### config.mk
export PLATFORM = sky130hd
export DESIGN_NAME = aes_host_ctrl
export DESIGN_NICKNAME = d
export VERILOG_FILES = /design/src/rtl/aes_host_ctrl.sv
export SDC_FILE = /design/constraint.sdc
export NUM_CORES = 1
export LEC_CHECK = 0
export CORE_ASPECT_RATIO = 1.75
export CORE_MARGIN = 2
export CORE_UTILIZATION = 49
export DETAILED_ROUTE_END_ITERATION = 12
export PLACE_DENSITY_LB_ADDON = 0.08
export SETUP_SLACK_MARGIN = 0.02
export SYNTH_ARGS = -nofsm -noshare
export SYNTH_HDL_FRONTEND = slang
export SYNTH_SLANG_ARGS = --single-unit
### constraint.sdc
create_clock -name CLK -period 3.57 [get_ports CLK]
set_clock_uncertainty 0.15 [all_clocks]
set_input_delay 0.714 -clock CLK [delete_from_list [all_inputs] [get_ports CLK]]
set_output_delay 0.714 -clock CLK [all_outputs]
set_load 0.005 [all_outputs]
### src/rtl/aes_host_ctrl.sv
// aes_host_ctrl: byte-stream command front end for a 128-bit AES core.
// Assembles key/plaintext from the host link, drives the core's load
// strobes, returns the ciphertext byte-serially and frames a scope trigger
// around the encryption window.
module aes_host_ctrl #(
   parameter int         TIMEOUT  = 64,
   parameter logic [7:0] ACK_BYTE = 8'hA5
) (
   input  logic         CLK,
   input  logic         RSTn,
   input  logic [7:0]   rx_data,
   input  logic         rx_valid,
   output logic         rx_ready,
   output logic [7:0]   tx_data,
   output logic         tx_valid,
   input  logic         tx_ready,
   output logic [127:0] aes_kin,
   output logic [127:0] aes_din,
   output logic         aes_krdy,
   output logic         aes_drdy,
   output logic         aes_en,
   input  logic [127:0] aes_dout,
   input  logic         aes_kvld,
   input  logic         aes_dvld,
   input  logic         aes_bsy,
   output logic         trig
);

   localparam int             TW   = $clog2(TIMEOUT + 1);
   localparam logic [TW-1:0]  TMAX = TW'(TIMEOUT);

   typedef enum logic [3:0] {
      S_IDLE,
      S_RX_KEY,
      S_KLOAD,
      S_KWAIT,
      S_TX_ACK,
      S_RX_PT,
      S_BWAIT,
      S_START,
      S_EWAIT,
      S_TX_CT,
      S_TX_ERR,
      S_TX_NAK
   } state_e;

   state_e         state_q, state_d;
   logic [3:0]     byte_cnt_q, byte_cnt_d;
   logic [TW-1:0]  tmo_q, tmo_d;
   logic [127:0]   key_q, key_d;
   logic [127:0]   pt_q, pt_d;
   logic [127:0]   ct_q, ct_d;

   // The core is held disabled exactly while the controller is in reset.
   assign aes_en  = RSTn;
   assign aes_kin = key_q;
   assign aes_din = pt_q;

   // State, counters and payload registers; reset discards any partial payload.
   always_ff @(posedge CLK or negedge RSTn) begin
      if (!RSTn) begin
         state_q    <= S_IDLE;
         byte_cnt_q <= '0;
         tmo_q      <= '0;
         key_q      <= '0;
         pt_q       <= '0;
         ct_q       <= '0;
      end else begin
         state_q    <= state_d;
         byte_cnt_q <= byte_cnt_d;
         tmo_q      <= tmo_d;
         key_q      <= key_d;
         pt_q       <= pt_d;
         ct_q       <= ct_d;
      end
   end

   // Next-state, datapath updates and Moore-style handshake outputs.
   always_comb begin
      state_d    = state_q;
      byte_cnt_d = byte_cnt_q;
      tmo_d      = '0;
      key_d      = key_q;
      pt_d       = pt_q;
      ct_d       = ct_q;
      rx_ready   = 1'b0;
      tx_valid   = 1'b0;
      tx_data    = 8'h00;
      aes_krdy   = 1'b0;
      aes_drdy   = 1'b0;
      trig       = 1'b0;

      case (state_q)
         S_IDLE: begin
            rx_ready   = 1'b1;
            byte_cnt_d = '0;
            if (rx_valid) begin
               case (rx_data)
                  8'h01:   state_d = S_RX_KEY;
                  8'h02:   state_d = S_RX_PT;
                  default: state_d = S_TX_NAK;
               endcase
            end
         end
         S_RX_KEY: begin
            rx_ready = 1'b1;
            if (rx_valid) begin
               // First byte ends up in [127:120] after 16 left shifts.
               key_d      = {key_q[119:0], rx_data};
               byte_cnt_d = byte_cnt_q + 4'd1;
               if (byte_cnt_q == 4'd15) state_d = S_KLOAD;
            end
         end
         S_KLOAD: begin
            aes_krdy = 1'b1;
            state_d  = S_KWAIT;
         end
         S_KWAIT: begin
            if (aes_kvld) state_d = S_TX_ACK;
         end
         S_TX_ACK: begin
            tx_valid = 1'b1;
            tx_data  = ACK_BYTE;
            if (tx_ready) state_d = S_IDLE;
         end
         S_RX_PT: begin
            rx_ready = 1'b1;
            if (rx_valid) begin
               pt_d       = {pt_q[119:0], rx_data};
               byte_cnt_d = byte_cnt_q + 4'd1;
               if (byte_cnt_q == 4'd15) state_d = S_BWAIT;
            end
         end
         S_BWAIT: begin
            if (!aes_bsy) state_d = S_START;
         end
         S_START: begin
            aes_drdy = 1'b1;
            trig     = 1'b1;
            // Timeout count includes the strobe cycle, so it equals the
            // number of cycles elapsed since aes_drdy.
            tmo_d    = TW'(1);
            state_d  = S_EWAIT;
         end
         S_EWAIT: begin
            trig  = 1'b1;
            tmo_d = (tmo_q == TMAX) ? tmo_q : tmo_q + TW'(1);
            if (aes_dvld) begin
               ct_d    = aes_dout;
               state_d = S_TX_CT;
            end else if (tmo_d == TMAX) begin
               state_d = S_TX_ERR;
            end
         end
         S_TX_CT: begin
            tx_valid = 1'b1;
            // Byte 0 is [127:120]; offset is 8*(15-cnt).
            tx_data  = ct_q[{~byte_cnt_q, 3'b000} +: 8];
            if (tx_ready) begin
               byte_cnt_d = byte_cnt_q + 4'd1;
               if (byte_cnt_q == 4'd15) state_d = S_IDLE;
            end
         end
         S_TX_ERR: begin
            tx_valid = 1'b1;
            tx_data  = 8'hFE;
            if (tx_ready) state_d = S_IDLE;
         end
         S_TX_NAK: begin
            tx_valid = 1'b1;
            tx_data  = 8'hFF;
            if (tx_ready) state_d = S_IDLE;
         end
         default: state_d = S_IDLE;
      endcase
   end

endmodule

Yosys cells after proc, flatten, opt, wreduce, memory -nomap -nowiden
Index checks and enable logic that the tools add are counted.

Reduce and logical (&&, ||, !) cells: 12. Mux-type cells: 25. Shift-type cells: 1. Add/subtract/negate cells: 2. Bitwise operators: 1. Eq/ne operators: 28.

Operators with widths (number): indexed part select 128 x 8 -> 8 bit (1); two-way mux 4 bit (14); case mux 4 bit (10 select lines) (1); case mux 8 bit (4 select lines) (1); == test 4 bit, second input constant (5); != test 2 bit, second input constant (9); == test 4 x 3 -> 1 bit, second input constant (4); == test 7 bit, second input constant (2); case mux 7 bit (2 select lines) (1); case mux 4 bit (3 select lines) (1); AND reduction 11 bit (1); == test 4 x 2 -> 1 bit, second input constant (2); == test 8 x 1 -> 1 bit, second input constant (1); == test 8 x 2 -> 1 bit, second input constant (1); case mux 4 bit (2 select lines) (1); adder 7 x 1 -> 7 bit, second input constant (1); two-way mux 7 bit (1); AND reduction 2 bit (3); OR reduction 3 bit (2); two-way mux 1 bit (5); adder 4 x 1 -> 4 bit, second input constant (1); == test 4 x 1 -> 1 bit, second input constant (1); logical NOT 4 bit (1); != test 2 x 1 -> 1 bit, second input constant (2); 6 further kinds (7).

Word-level logic and storage cells: 75. Register bits after elaboration: 399. Output and inout port bits: 270.

Logic depth before layout (Yosys ltp)
Depth in word-level cells: 6. Mapped depth: 8. Gate-level depth less buffers: 7.

Worst setup path after synthesis
No wires, ideal clock.

Path kind: register to output. Start point: reg byte_cnt_q[0]. End point: out tx_data[2]. Path slack: 648 ps. Arrival: 2058 ps. Cell stages (with the launch flop): 6. Buffers on the path: 2. Path through: dfrtp_1 > buf_2 > buf_2 > mux4_2 > mux4_2 > a31o_2.

Cells in the longest elaborated chain, start to end: 3.

RTL lines: start: declaration (line 48) `logic [3:0] byte_cnt_q, byte_cnt_d;`; start signal: assignment (line 70) `byte_cnt_q <= byte_cnt_d;`; NOT 4 bit (line 158) `tx_data = ct_q[{~byte_cnt_q, 3'b000} +: 8];`; indexed part select 128 x 8 -> 8 bit (line 158); case mux 8 bit (4 select lines) (line 93) `case (state_q)`; end: declaration (line 14) `output logic [7:0] tx_data,`.

Every way passes these cells.

Final worst setup path
Start point: reg byte_cnt_q[0]. End point: out tx_data[7].

Same word-level chain as after synthesis.

==> results.md <==
* Status: complete, no violations
* Port Buffers at between 400 and 500
* Final Critical Period at 3.54 ns
* Post-synth top area share at 0.615
* First-pass GRT wire length at 59900 um
* Vias at between 10000 and 15000
* Core Region at 0.0328 mm2
* Post-synth cell types at 44
* Sequential share of power at 0.419
* Die area at 0.0347 mm2
* Slew @ Worst Pin at roughly 0.95 ns
* Most common cell after layout, fill and taps aside: clkdlybuf4s50_1
* Syn Nets at between 1000 and 1500
* Clk pwr share at 0.280
* Top post-synthesis cells by area: dfrtp_1 61%, mux2_2 27%, mux4_2 4.9%
* Router iterations before antenna repair at 4
* Final Max Tran Viols at 0
* Sequential fraction of the synthesis area at 0.615
* Setup crit start kind: flop
* Root Buffer: clkbuf_16
* Total power density per cell area at approximately 660 mW/mm2
* Share of layout cells above drive strength 1 at 0.371
* Busiest layer in global routing: met2
* Die Span X at 142 um
* M2 GR Usage at 0.417
* Final Hold Viols at 0
* Post-route ant nets at 0
* Synth Instances at 1016
* Initial core utilization at 0.495
* #FFs+latches synth at 399
* # clock sinks at 399
* IO Pins at 413
* Total net switching power at between 0.004 and 0.005 W
* Final period utilization at 0.990
* CP arrival at 2.67 ns
* Unrepaired setup endpoints after global routing: yes
* GRT met1 Usage at 0.244
* Final WS setup at 0.0345 ns
* Maximum root-to-sink buffer count at 3
* Crit path capture type: primary output
* Number of placement rows at a little under 90
* Clk_lat worst skew at 0.53 ns
* WL/cell at about 21 um
* Mapped Area at 0.0162 mm2
* Reg clk slew, reported paths at 0.07 ns
* Pint at 0.0109 W
* H-tree depth at 2
* Final core utilization at 0.686
* CTS tree: built
* Vias in the first global route at 10409
* Crit Path Max Fanout at 5
* Total GRT Usage at 0.225
* DP HPWL at 28300 um
* DRC viols at 0
* Leak at around 10 nW
* Die H at around 240 um
* CTS Buf Count at 36
* WP data required at 2.71 ns
* GP Congestion at 0.812
* Worst slack at placement at between 0.3 and 0.4 ns
* Hold crit path type: flop to flop
* Fin area at approximately 0.023 mm2
* Post-synthesis to final-layout area growth at 38.6%
* Post-Route Setup TNS at 0 ns
* Slew margin rel. at 0.363
* Grt total ovfl at 0
* Largest net degree at the start of global routing at 168
* Final Net Count at 1587
* Endpoints failing setup at 0
* Max-cap violation count at 0
* DR iter-0 viols at 434
* Met3 Track Usage GR at 0.0531
* Synth area leader: dfrtp_1
* Commonest cells after routing, fill and taps aside: 403 x clkdlybuf4s50_1, 398 x dfrtp_1, 389 x mux2_2, 38 x clkbuf_16, 35 x mux4_2
* Worst setup path category: flop to primary output
* Combinational share of power at 0.300
* Fmax at 283 MHz
* Worst vdd ir at 0.000493 V
* WHS at 0.354 ns
* Synth warn at 0
* DRT Wirelength at 38700 um
* Placed cell area at 0.0209 mm2
* Ant diodes at 0
* Post-synthesis area per instance at between 15 and 20 um2
* Switching portion of total power at 0.273
* Routed vias/inst at 5.34
* Antenna violations before repair at 0
==> sequential cells by signal, indices dropped and copies added, names as in the netlist <==
register,flops
aes_din,128
aes_kin,128
byte_cnt_q,4
ct_q,128
state_q,4
tmo_q,7
==> layout make-up <==
cell class	count	area, um2
Clock buffer	53	1110
Clock inverter	12	198
Fill cell	2378	10300
Inverter	7	26.3
Multi-Input combinational cell	550	6100
Sequential cell	399	9990
Tap cell	405	507
Timing Repair Buffer	447	4590
==> routing by layer <==
metal	wire [um]	up-vias	share of wire
li1	-	4544	-
met1	13400	5065	0.35
met2	21400	323	0.55
met3	2450	70	0.063
met4	1480	0	0.038
met5	0	-	0
==> cell families after synthesis <==
family | Yosys count | synth area share
AOI/OAI and AO/OA | 35 | 0.0163
xor gates and xnor gates | 9 | 0.00485
adders and majority gates | 3 | 0.00231
buffers and inverters | 67 | 0.0161
DFF | 399 | 0.615
muxes | 434 | 0.325
and+or+nand+nor | 69 | 0.0210
==> what timing repair did <==
action,CTS,global route
hold buffers,1,0
setup buffers,9,0
gates cloned,2,1
endpoints found under the setup margin,8,7
endpoints found under the hold margin,47,0
gates resized for setup,39,8
pin swaps,2,1
==> stage by stage <==
step                      cells  total power (W)
final                      1873           0.0150
after global routing       1873           0.0157
after CTS                  1872           0.0151
after detailed placement   1795           0.0106
after global placement     1795           0.0105
after floorplan            1016          0.00851
==> power groups by stage <==
stage	Clock [W]	Sequential (W)	Combinational (W)
after floorplan	0	0.00611	0.00240
after global placement	0	0.00632	0.00415
after detailed placement	0	0.00635	0.00422
after CTS	0.00431	0.00629	0.00452
after global routing	0.00451	0.00641	0.00480
final	0.00420	0.00628	0.00450
==> path summary, 6_finish.rpt <==
kind	start	endpoint	cells past startpoint	slack, ns
setup / recovery	byte_cnt_q[0]	tx_data[7]	6	0.03
hold / removal	ct_q[39]	ct_q[39]	1	0.35
setup reg to reg	state_q[2]	state_q[1]	5	0.83
hold reg to reg	ct_q[39]	ct_q[39]	1	0.35
max in group asynchronous	RSTn	ct_q[60]	3	1.43
min in group asynchronous	RSTn	aes_kin[113]	2	0.54
==> Yosys cell counts, drive strengths merged <==
cell / instances
dfrtp: 399
mux2: 394
clkbuf: 49
mux4: 35
nor2: 19
nand2: 16
buf: 11
nand3: 10
a21oi: 9
o21ai: 9
inv: 7
nor3: 6
mux2i: 5
xor2: 5
nor2b: 4
xnor2: 4
a31o: 3
ha: 3
a2111oi: 2
a211oi: 2
and3: 2
nand2b: 2
nand3b: 2
nor4: 2
or3: 2
or4: 2
a21boi: 1
a221oi: 1
a22oi: 1
a2bb2o: 1
and2b: 1
nand4: 1
o2111ai: 1
o211a: 1
o21a: 1
o21ba: 1
o221ai: 1
o311ai: 1
==> worst max-delay path, stage by stage, from the launching register on <==
cell     delay [ns]
dfrtp_2        0.46
buf_6          0.17
buf_6          0.10
mux4_2         0.55
mux4_2         0.50
a31o_2         0.25
buf_6          0.11
Note: power is estimated with default switching activity, not from simulation.
